[config.mk]
export PLATFORM = sky130hd
export DESIGN_NAME = mod6_bcd
export DESIGN_NICKNAME = d
export VERILOG_FILES = /design/src/rtl/mod6_bcd_pkg.sv /design/src/rtl/bcd_digit_next.sv /design/src/rtl/mod6_bcd.sv
export SDC_FILE = /design/constraint.sdc
export NUM_CORES = 1
export LEC_CHECK = 0
export CAP_MARGIN = 20
export CORE_AREA = 10 10 47 49
export CTS_BUF_LIST = sky130_fd_sc_hd__clkbuf_8
export DETAILED_ROUTE_END_ITERATION = 16
export DIE_AREA = 0 0 57 59
export DONT_BUFFER_PORTS = 1
export HOLD_SLACK_MARGIN = 0.06
export PLACE_DENSITY = 0.42
export SYNTH_ARGS = -nofsm -noshare
export SYNTH_HDL_FRONTEND = slang
export SYNTH_HIERARCHICAL = 1
export SYNTH_SLANG_ARGS = --single-unit
[constraint.sdc]
create_clock -name clk -period 3.5 [get_ports clk]
set_input_delay 0.7 -clock clk [delete_from_list [all_inputs] [get_ports clk]]
set_output_delay 0.7 -clock clk [all_outputs]
set_load 0.1 [all_outputs]
[src/rtl/mod6_bcd_pkg.sv]
// Shared timer definitions: BCD digit type and per-stage digit limits.
// Pure declarations; no logic, no latency, no flow control.
package mod6_bcd_pkg;

  typedef logic [3:0] bcd_t;

  localparam int SEC_TENS_MAX = 5;
  localparam int DIGIT_MAX    = 9;

endpackage

[src/rtl/bcd_digit_next.sv]
// Next-value logic for one BCD down-counting digit: saturating load, decrement, wrap to MAX_DIGIT.
// Combinational, zero latency; no backpressure (pure function of its inputs).
module bcd_digit_next
  import mod6_bcd_pkg::*;
#(
  parameter int MAX_DIGIT = SEC_TENS_MAX
) (
  input  logic [3:0] cur,
  input  logic       load,
  input  logic       dec,
  input  logic [3:0] data,
  output logic [3:0] nxt
);

  localparam bcd_t MAXV = bcd_t'(MAX_DIGIT);

  always_comb begin
    nxt = cur;
    if (load) begin
      nxt = (data > MAXV) ? MAXV : data;
    end else if (dec) begin
      // An out-of-range current value is pulled back to MAXV rather than decremented.
      if (cur == 4'd0 || cur > MAXV) begin
        nxt = MAXV;
      end else begin
        nxt = cur - 4'd1;
      end
    end
  end

endmodule

[src/rtl/mod6_bcd.sv]
// Tens-of-seconds BCD down-counter (MAX_DIGIT..0) with borrow (tc) and zero flag.
// Digit updates one cycle after clr/load/en; tc and zero are combinational; no backpressure.
module mod6_bcd
  import mod6_bcd_pkg::*;
#(
  parameter int MAX_DIGIT = SEC_TENS_MAX
) (
  input  logic       clk,
  input  logic       clr,
  input  logic       loadn,
  input  logic       en,
  input  logic [3:0] data,
  output logic [3:0] tens,
  output logic       tc,
  output logic       zero
);

  bcd_t nxt;
  logic load;

  // Only an explicit 0 loads, so an undriven loadn cannot disturb a cleared digit.
  assign load = (loadn == 1'b0);

  bcd_digit_next #(
    .MAX_DIGIT(MAX_DIGIT)
  ) u_next (
    .cur (tens),
    .load(load),
    .dec (en),
    .data(data),
    .nxt (nxt)
  );

  always_ff @(posedge clk) begin
    if (clr) begin
      tens <= '0;
    end else begin
      tens <= nxt;
    end
  end

  assign zero = (tens == 4'd0);
  assign tc   = en & zero;

endmodule

==> impl_metrics.py, run 1 <==
metrics = {
    "outcome": {
        "run_status": "completed",
    },
    "routing": {
        "vias_per_cell": 4.629,
        "antenna_left": 0,
        "drc_errors": 0,
        "via_count": 287,
        "wl_per_cell_um": 12.79,
        "drtPass1Iterations": 4,
        "routed_wl_um": 793,
        "drt_iter0_markers": 3,
    },
    "synth": {
        "ys_seq_elements": 4,
        "ys_seq_area_share_pct": 27.12,
        "yosys-top-cells-area": "dfxtp_1, nor2b_1, ha_1, nor2_1, nand2b_1",
        "yosysMostFrequentCell": "nor2b_1",
        "yosys_warnings": 6,
        "synthArstFlopShare_pct": 0,
        "postSynth.topFlopCell": "dfxtp_1",
        "synth.distinct_cells": 20,
        "syn_avg_cell_area_sq_um": 7.981,
        "synth_top_area_share_pct": 27.12,
        "ys_top_cells_by_count": "nor2b_1, dfxtp_1, nor2_1, inv_1",
        "synth_top_cell_by_area": "dfxtp_1",
        "synth_nets": 47,
        "synth_cells": 37,
        "netlist_area_sq_um": 295.3,
        "synth_edf_count": 0,
    },
    "power": {
        "power_frac_seq_pct": 22.3,
        "clockPowerShare_pct": 41.5,
        "p_sw_mw": 0.08122,
        "vdd_drop_max_uv": 311.0,
        "cellLeakagePower_nw": 0.1759,
        "p_comb_share_pct": 36.2,
        "powerDensity_nw_per_um2": 533.3,
        "p_sw_share_pct": 35.91,
        "fin_total_pwr_mw": 0.2262,
        "p_int_mw": 0.1450,
    },
    "cts": {
        "clkLatencyLatePin_ns": 0.21,
        "cts_buffer_depth": 2,
        "cts_buffers": 3,
        "cts_tree": "yes",
        "post_cts_buffers": 0,
        "clkSlewWorstSetupHoldPaths_ns": 0.03,
        "htree_levels": 1,
        "cts.sinks": 4,
        "hold_buffers": 0,
        "postCtsResizedCells": 0,
        "root_buffer": "clkbuf_8",
    },
    "job": {
        "max_cap_viol_count": 0,
    },
    "floorplan": {
        "fp.dieH_um": 59,
        "pin_count": 14,
        "die_width_um": 57,
        "num_rows": 14,
        "core_region_area_sq_um": 1401,
        "start_util_pct": 21.07,
        "dieArea_sq_um": 3363,
    },
    "setup_path": {
        "crit_type": "reg -> out",
        "worstPathArrival_ns": 1.43,
        "worstPathMaxFanout": 5,
        "cp.required_ns": 2.80,
        "worstReg2RegStart": "tens[0]$_SDFF_PP0_",
        "max_stage_delay_ns": 0.32,
        "cpMaxStageDelayCell": "nor4_4",
        "cp-start-kind": "flip-flop",
        "worst_setup_path_end_kind": "primary output",
        "worst_r2r_path_depth": 6,
        "r2r_end": "tens[0]$_SDFF_PP0_",
        "r2r_setup_slack_ns": 1.74,
        "crit_chain": "buf_4 > nor4_4 > and2_2 > buf_12",
    },
    "layout": {
        "final_area_sq_um": 424.2,
        "n_antenna_cell": 0,
        "largest_register_ffs": 4,
        "num-fill-cells": 167,
        "top_register": "tens",
        "drive_above_1_share_pct": 23.91,
        "final_nets": 58,
        "top_regs": "tens (4)",
        "syn_to_final_growth_pct": 43.64,
    },
    "placed_design": {
        "portBuffers": 0,
        "hpwl_um": 679.6,
        "place_area_sq_um": 382.9,
        "place.gp.congestion": 0.6707,
    },
    "grt": {
        "grt-ovfl-total": 0,
        "grt_pass1_wl_um": 1366,
        "grt_max_degree": 9,
        "grt_pass1_vias": 319,
        "grt_usage_pct": 4.955,
        "antenna_found_initial": 0,
    },
    "sta": {
        "hold_violations": 0,
        "period_needed_ns": 2.126,
        "worst_pin_slew_ns": 0.4818,
        "setup_viol": 0,
        "fin_crit_sh_pct": 60.75,
        "slew_viol_final": 0,
        "clock_skew_ns": 0.003041,
        "fmax_mhz": 470.3,
        "final.setup.tns_ns": 0,
        "rsz0062_at_grt": "no",
        "maxSlewHeadroom_pct": 67.05,
    },
    "min_path": {
        "hold_depth": 1,
        "hp-class": "in -> reg",
        "hold_path_end": "tens[0]$_SDFF_PP0_",
        "hp-start": "clr",
    },
}
-- power groups by stage --
stage               Combinational (mW)  Sequential [mW]  Clock, mW
floorplan                       0.0423           0.0741          0
global route                    0.0873           0.0509      0.103
CTS                             0.0828           0.0504     0.0972
global placement                0.0829           0.0510          0
detailed placement              0.0826           0.0510          0
finish                          0.0818           0.0504     0.0939
-- layer usage --
metal  up-vias  GRT usage [%]  wire (um)
li1        153              -          -
met1       124          5.300        347
met2        10          7.597        372
met3         0          3.863         72
met4         0          1.007          0
met5         -              0          0
-- how the worst max path moves through the flow --
| stage | startpoint | to | slack (ns) | depth (start not counted) |
|---|---|---|---|---|
| after floorplan | tens[3]$_SDFF_PP0_ | tc | 0.22 | 2 |
| after global placement | tens[3]$_SDFF_PP0_ | tc | 1.61 | 4 |
| after detailed placement | tens[3]$_SDFF_PP0_ | tc | 1.60 | 4 |
| after CTS | tens[3]$_SDFF_PP0_ | tc | 1.36 | 4 |
| after global routing | tens[3]$_SDFF_PP0_ | tc | 1.32 | 4 |
| final | tens[3]$_SDFF_PP0_ | tc | 1.37 | 4 |
-- cell usage in the layout (no fill, tap or decap) --
master     Yosys  final
and2b_1        1      1
a211o_1        1      1
a2111oi_0      1      1
dfxtp_1        4      4
nor4_4         0      1
o21ai_1        2      2
o21a_1         1      1
nor2b_1        5      5
o21ai_0        2      2
a32oi_1        1      1
nand2b_1       2      2
ha_1           2      2
clkbuf_8       0      3
nand2_1        2      2
buf_4          0      5
a2111o_1       1      1
and2_2         0      1
buf_12         0      1
inv_1          3      3
nor2_1         4      4
o31ai_1        1      1
o22ai_1        1      1
or4_1          1      1
-- cell type report --
class / count / area (sq um) / area share [%]
Sequential cell: 4 / 80.08 / 18.88
Tap cell: 16 / 20.02 / 4.720
Inverter: 3 / 11.26 / 2.655
Multi-Input combinational cell: 30 / 214.0 / 50.44
Clock buffer: 3 / 41.29 / 9.735
Timing Repair Buffer: 6 / 57.56 / 13.57
-- worst max-delay path, delay by kind of cell, from the launching register on --
kind | cells | cell delay [ns]
buffers and inverters | 2 | 0.40
flip-flops | 1 | 0.28
AND/OR/NAND/NOR | 2 | 0.52
-- stage by stage --
step,worst slack [ns],util (%),std cells,hold slack (ns)
3_3_place_gp,1.611,27.32,59,0.7752
3_5_place_dp,1.596,27.32,59,0.7761
2_1_floorplan,0.2204,-,37,0.7716
5_1_grt,1.325,30.27,62,0.5503
4_1_cts,1.365,30.27,62,0.5502
6_report,1.374,30.27,62,0.5543
-- cells by family after synthesis --
| kind of cell | count (synthesis) | share of synthesized area, % |
|---|---|---|
| AOI/OAI and AO/OA | 11 | 26.70 |
| adders and majority gates | 2 | 8.473 |
| buffers and inverters | 3 | 3.813 |
| DFF | 4 | 27.12 |
| and+or+nand+nor | 17 | 33.90 |
(Power assumes the default switching activity.)
==> run 2: changes to the inputs <==
--- a/config.mk
+++ b/config.mk
@@ -12,7 +12,7 @@
 export DIE_AREA = 0 0 57 59
 export DONT_BUFFER_PORTS = 1
 export HOLD_SLACK_MARGIN = 0.06
-export PLACE_DENSITY = 0.42
+export PLACE_DENSITY = 0.43
 export SYNTH_ARGS = -nofsm -noshare
 export SYNTH_HDL_FRONTEND = slang
 export SYNTH_HIERARCHICAL = 1
==> constraint.sdc (replaced) <==
create_clock -name clk -period 1.7 [get_ports clk]
set_input_delay 0.34 -clock clk [delete_from_list [all_inputs] [get_ports clk]]
set_output_delay 0.34 -clock clk [all_outputs]
set_load 0.1 [all_outputs]
==> run 2 against run 1 <==
Non-clock buffer count unchanged. Design area is 4.7% higher. Critical path depth is 2 higher. Sequential power increased by 120%. Clock-buffer cell count is the same. Worst hold slack lost 0.38 ns. Routed wire length increased by 13%. Register-to-register slack got worse by 1.6 ns. Flip-flop and latch count stayed put.
==> impl_metrics.py, run 2 (synthesis results as in run 1) <==
metrics = {
    "outcome": {
        "run_status": "completed",
    },
    "placed_design": {
        "hpwl_um": 749.1,
        "place_area_sq_um": 399.1,
        "place.gp.congestion": 0.6928,
        "portBuffers": 0,
        "numPlacedInstances": 59,
        "post-place-ws_ns": 0.1287,
    },
    "power": {
        "fin_total_pwr_mw": 0.4807,
        "vdd_drop_max_uv": 638.6,
        "powerDensity_nw_per_um2": 1082,
        "cellLeakagePower_nw": 0.1833,
    },
    "job": {
        "max_cap_viol_count": 0,
    },
    "sta": {
        "maxSlewHeadroom_pct": 70.93,
        "clock_skew_ns": 0.007597,
        "period_needed_ns": 1.565,
        "fmax_mhz": 639.2,
        "hold_ws_ns": 0.1761,
        "fin_crit_sh_pct": 92.03,
        "rsz0062_at_grt": "no",
        "worst_slack_ns": 0.1355,
        "setup_viol": 0,
        "final.setup.tns_ns": 0,
        "slew_viol_final": 0,
        "hold_violations": 0,
        "worst_pin_slew_ns": 0.4251,
    },
    "setup_path": {
        "worstPathMaxFanout": 6,
        "cp-start-kind": "flip-flop",
        "worstPathArrival_ns": 1.71,
        "cp.required_ns": 1.84,
        "crit_type": "reg -> reg",
        "worst_setup_path_end_kind": "flip-flop",
    },
    "layout": {
        "final_cells": 63,
        "n_antenna_cell": 0,
        "top_register": "tens",
        "drive_above_1_share_pct": 38.30,
        "final_util_pct": 31.70,
        "largest_register_ffs": 4,
        "syn_to_final_growth_pct": 50.42,
        "final_cell_mix": "nor2b_1, buf_4, nor2_1, clkbuf_8, dfxtp_4",
        "top_regs": "tens (4)",
        "final_nets": 58,
        "final_area_sq_um": 444.2,
    },
    "grt": {
        "grt_usage_pct": 5.608,
        "grt_pass1_wl_um": 1435,
        "grt-ovfl-total": 0,
        "grt_max_degree": 9,
        "grt_pass1_vias": 342,
        "antenna_found_initial": 0,
    },
    "routing": {
        "drtPass1Iterations": 4,
        "wl_per_cell_um": 14.29,
        "via_count": 298,
        "vias_per_cell": 4.730,
        "drt_iter0_markers": 2,
        "drc_errors": 0,
        "routed_wl_um": 900,
        "antenna_left": 0,
    },
    "floorplan": {
        "core_region_area_sq_um": 1401,
        "pin_count": 14,
        "num_rows": 14,
        "start_util_pct": 21.07,
        "die_width_um": 57,
        "dieArea_sq_um": 3363,
        "fp.dieH_um": 59,
    },
    "cts": {
        "clkLatencyLatePin_ns": 0.22,
        "clkSlewWorstSetupHoldPaths_ns": 0.04,
        "cts_buffer_depth": 2,
        "root_buffer": "clkbuf_8",
        "postCtsResizedCells": 0,
        "cts_buffers": 3,
        "htree_levels": 1,
        "hold_buffers": 0,
        "post_cts_buffers": 0,
        "cts.sinks": 4,
        "cts_tree": "yes",
    },
    "min_path": {
        "hp-class": "in -> reg",
    },
}
-- run 2: final cells by class --
| class | count | area [sq um] |
|---|---|---|
| fill | 161 | 957.2 |
| multi-input combinational | 30 | 217.7 |
| sequential | 4 | 92.59 |
| timing repair buffer | 6 | 57.56 |
| clock buffer | 3 | 41.29 |
| tap | 16 | 20.02 |
| inverter | 3 | 11.26 |
| clock inverter | 1 | 3.754 |
-- run 2: power breakdown --
group	switching, mW	total [mW]	internal [mW]	leakage (nW)
combinational	0.115	0.165	0.0503	0.121
clock	0.0508	0.205	0.154	0.0269
sequential	0.0120	0.111	0.0990	0.0353
total	0.177	0.481	0.303	0.183
-- run 2: layer usage --
metal | up-vias | share of wire [%] | routed length, um | track usage, %
met2 | 14 | 47 | 419 | 9.147
met3 | 2 | 12 | 112 | 4.292
met5 | - | 0 | 0 | 0
li1 | 154 | - | - | -
met4 | 0 | 2.1 | 19 | 4.027
met1 | 128 | 39 | 348 | 4.610
-- run 2: critical path, stage by stage, from the launching register on --
cell     delay (ns)
dfxtp_4        0.38
inv_2          0.05
ha_2           0.20
or4_1          0.50
o21ai_1        0.12
and2b_1        0.13
nor2b_1        0.11
-- run 2: final timing paths --
kind | to | slack [ns] | start | cells past startpoint
max | tens[3]$_SDFF_PP0_ | 0.14 | tens[0]$_SDFF_PP0_ | 6
min | tens[1]$_SDFF_PP0_ | 0.18 | clr | 1
max reg2reg | tens[3]$_SDFF_PP0_ | 0.14 | tens[0]$_SDFF_PP0_ | 6
min reg2reg | tens[0]$_SDFF_PP0_ | 0.70 | tens[0]$_SDFF_PP0_ | 3
==> run 3: changes to the inputs <==
--- a/config.mk
+++ b/config.mk
@@ -12,8 +12,9 @@
 export DIE_AREA = 0 0 57 59
 export DONT_BUFFER_PORTS = 1
 export HOLD_SLACK_MARGIN = 0.06
-export PLACE_DENSITY = 0.43
+export PLACE_DENSITY = 0.42
 export SYNTH_ARGS = -nofsm -noshare
 export SYNTH_HDL_FRONTEND = slang
 export SYNTH_HIERARCHICAL = 1
 export SYNTH_SLANG_ARGS = --single-unit
+export TNS_END_PERCENT = 5
==> constraint.sdc (replaced) <==
create_clock -name clk -period 1.5 [get_ports clk]
set_input_delay 0.3 -clock clk [delete_from_list [all_inputs] [get_ports clk]]
set_output_delay 0.3 -clock clk [all_outputs]
set_load 0.1 [all_outputs]
==> run 3 against run 2 <==
Clock skew hardly changed. Die area did not move. Worst setup slack lost 0.22 ns. Register-to-register slack lost 0.19 ns. Clock power increased by 11%. The flow now finishes with violations (setup timing). Design area increased by 12%. Largest power group unchanged. Non-clock buffer count increased by 4. Sequential power up 11%.
==> impl_metrics.py, run 3 (synthesis results as in run 1) <==
metrics = {
    "routing": {
        "routed_wl_um": 987,
        "drtPass1Iterations": 2,
        "wl_per_cell_um": 14.73,
        "drc_errors": 0,
        "vias_per_cell": 4.985,
        "via_count": 334,
        "drt_iter0_markers": 2,
        "antenna_left": 0,
    },
    "grt": {
        "grt_pass1_vias": 367,
        "antenna_found_initial": 0,
        "grt-ovfl-total": 0,
        "grt_usage_pct": 5.783,
        "grt_pass1_wl_um": 1573,
        "grt_max_degree": 9,
    },
    "power": {
        "powerDensity_nw_per_um2": 1133,
        "vdd_drop_max_uv": 806.4,
        "p_int_mw": 0.3563,
        "p_comb_share_pct": 37.5,
        "power_frac_seq_pct": 21.9,
        "clockPowerShare_pct": 40.5,
        "p_sw_mw": 0.2067,
        "p_sw_share_pct": 36.71,
        "cellLeakagePower_nw": 0.2085,
    },
    "placed_design": {
        "numPlacedInstances": 62,
        "place.gp.congestion": 0.7854,
        "portBuffers": 0,
        "hpwl_um": 787.6,
        "post-place-ws_ns": -0.08730,
    },
    "min_path": {
        "hp-class": "in -> reg",
        "hold_depth": 1,
        "hp-start": "clr",
        "hold_path_end": "tens[0]$_SDFF_PP0_",
    },
    "sta": {
        "period_needed_ns": 1.587,
        "worst_pin_slew_ns": 0.2951,
        "clock_skew_ns": 0.007813,
        "worst_slack_ns": -0.08708,
        "hold_violations": 0,
        "slew_viol_final": 0,
        "fmax_mhz": 630.1,
        "rsz0062_at_grt": "yes",
        "maxSlewHeadroom_pct": 80.29,
        "fin_crit_sh_pct": 105.8,
        "setup_viol": 3,
    },
    "setup_path": {
        "r2r_setup_slack_ns": -0.05,
        "cp-start-kind": "flip-flop",
        "crit_type": "reg -> out",
        "worst_setup_path_end_kind": "primary output",
        "worstPathArrival_ns": 1.29,
        "worstPathMaxFanout": 3,
        "r2r_end": "tens[3]$_SDFF_PP0_",
        "crit_path_start": "tens[1]$_SDFF_PP0_",
        "cp.required_ns": 1.20,
        "worstReg2RegStart": "tens[1]$_SDFF_PP0_",
        "worst_r2r_path_depth": 6,
    },
    "floorplan": {
        "pin_count": 14,
        "start_util_pct": 21.07,
        "dieArea_sq_um": 3363,
        "fp.dieH_um": 59,
        "die_width_um": 57,
        "num_rows": 14,
        "core_region_area_sq_um": 1401,
    },
    "cts": {
        "hold_buffers": 0,
        "cts_buffers": 3,
        "clkLatencyLatePin_ns": 0.22,
        "root_buffer": "clkbuf_8",
        "clkSlewWorstSetupHoldPaths_ns": 0.04,
        "htree_levels": 1,
        "cts.sinks": 4,
        "cts_tree": "yes",
        "cts_buffer_depth": 2,
    },
    "layout": {
        "final_cell_mix": "buf_4, inv_1, nor2b_1",
        "drive_above_1_share_pct": 47.06,
        "largest_register_ffs": 4,
        "syn_to_final_growth_pct": 68.22,
        "final_nets": 62,
        "top_regs": "tens (4)",
        "n_antenna_cell": 0,
        "final_cells": 67,
        "final_common_cell": "buf_4",
        "num-fill-cells": 160,
        "top_register": "tens",
    },
    "job": {
        "max_cap_viol_count": 0,
    },
    "outcome": {
        "run_status": "finished with violations",
        "violations": "setup timing",
    },
}
[run 3: cell types whose count changed in the layout (fill, tap and decap cells not counted), moves of 2 or more]
cell / previous run / this run
inv_2: 2 / 0
inv_1: 2 / 4
buf_6: 0 / 2
buf_4: 5 / 7
[run 3: area by class of cell]
type	count	area, sq um	share of cell area [%]
Multi-Input combinational cell	30	232.7	46.85
Timing Repair Buffer	10	95.09	19.14
Sequential cell	4	92.59	18.64
Clock buffer	3	41.29	8.312
Tap cell	16	20.02	4.030
Inverter	3	11.26	2.267
Clock inverter	1	3.754	0.7557
[run 3: through the flow]
stage / util, % / area, sq um / total power [mW] / hold slack (ns) / setup TNS (ns)
global placement: 29.91 / 419.2 / 0.3185 / 0.3643 / -0.02522
floorplan: - / 319.1 / 0.2722 / 0.3619 / -1.943
global route: 35.45 / 496.7 / 0.5940 / 0.1379 / -0.4299
CTS: 34.82 / 488.0 / 0.5667 / 0.1366 / -0.2460
finish: 35.45 / 496.7 / 0.5630 / 0.1403 / -0.2038
detailed placement: 29.91 / 419.2 / 0.3222 / 0.3653 / -0.1332
[run 3: layer usage]
metal  GRT usage (%)  wire (um)
met1           5.444        421
met2           9.767        454
met3           4.721        111
met4           1.007          0
met5               0          0
[run 3: power groups by stage]
stage | Combinational, mW | Sequential, mW | Clock, mW
floorplan | 0.100 | 0.172 | 0
global placement | 0.196 | 0.123 | 0
detailed placement | 0.199 | 0.123 | 0
CTS | 0.208 | 0.123 | 0.236
global route | 0.223 | 0.124 | 0.247
finish | 0.211 | 0.123 | 0.228
[run 3: worst max-delay path by stage]
stage	end
final	tc
after global routing	tc
after CTS	tc
after detailed placement	tens[0]$_SDFF_PP0_
after global placement	tens[3]$_SDFF_PP0_
after floorplan	tc
[run 3: worst max-delay path, cell delays in order, from the launching register on]
cell and delay [ns]:
dfxtp_4 0.34, buf_6 0.12, nor4_4 0.26, and2_4 0.19
buf_12 0.16
[run 3: what timing repair did]
item | in CTS | in global routing
gates cloned | 0 | 0
endpoints found under the setup margin | 5 | 5
pin swaps | 3 | 3
resized for setup | 5 | 3
buffers inserted | 1 | 0
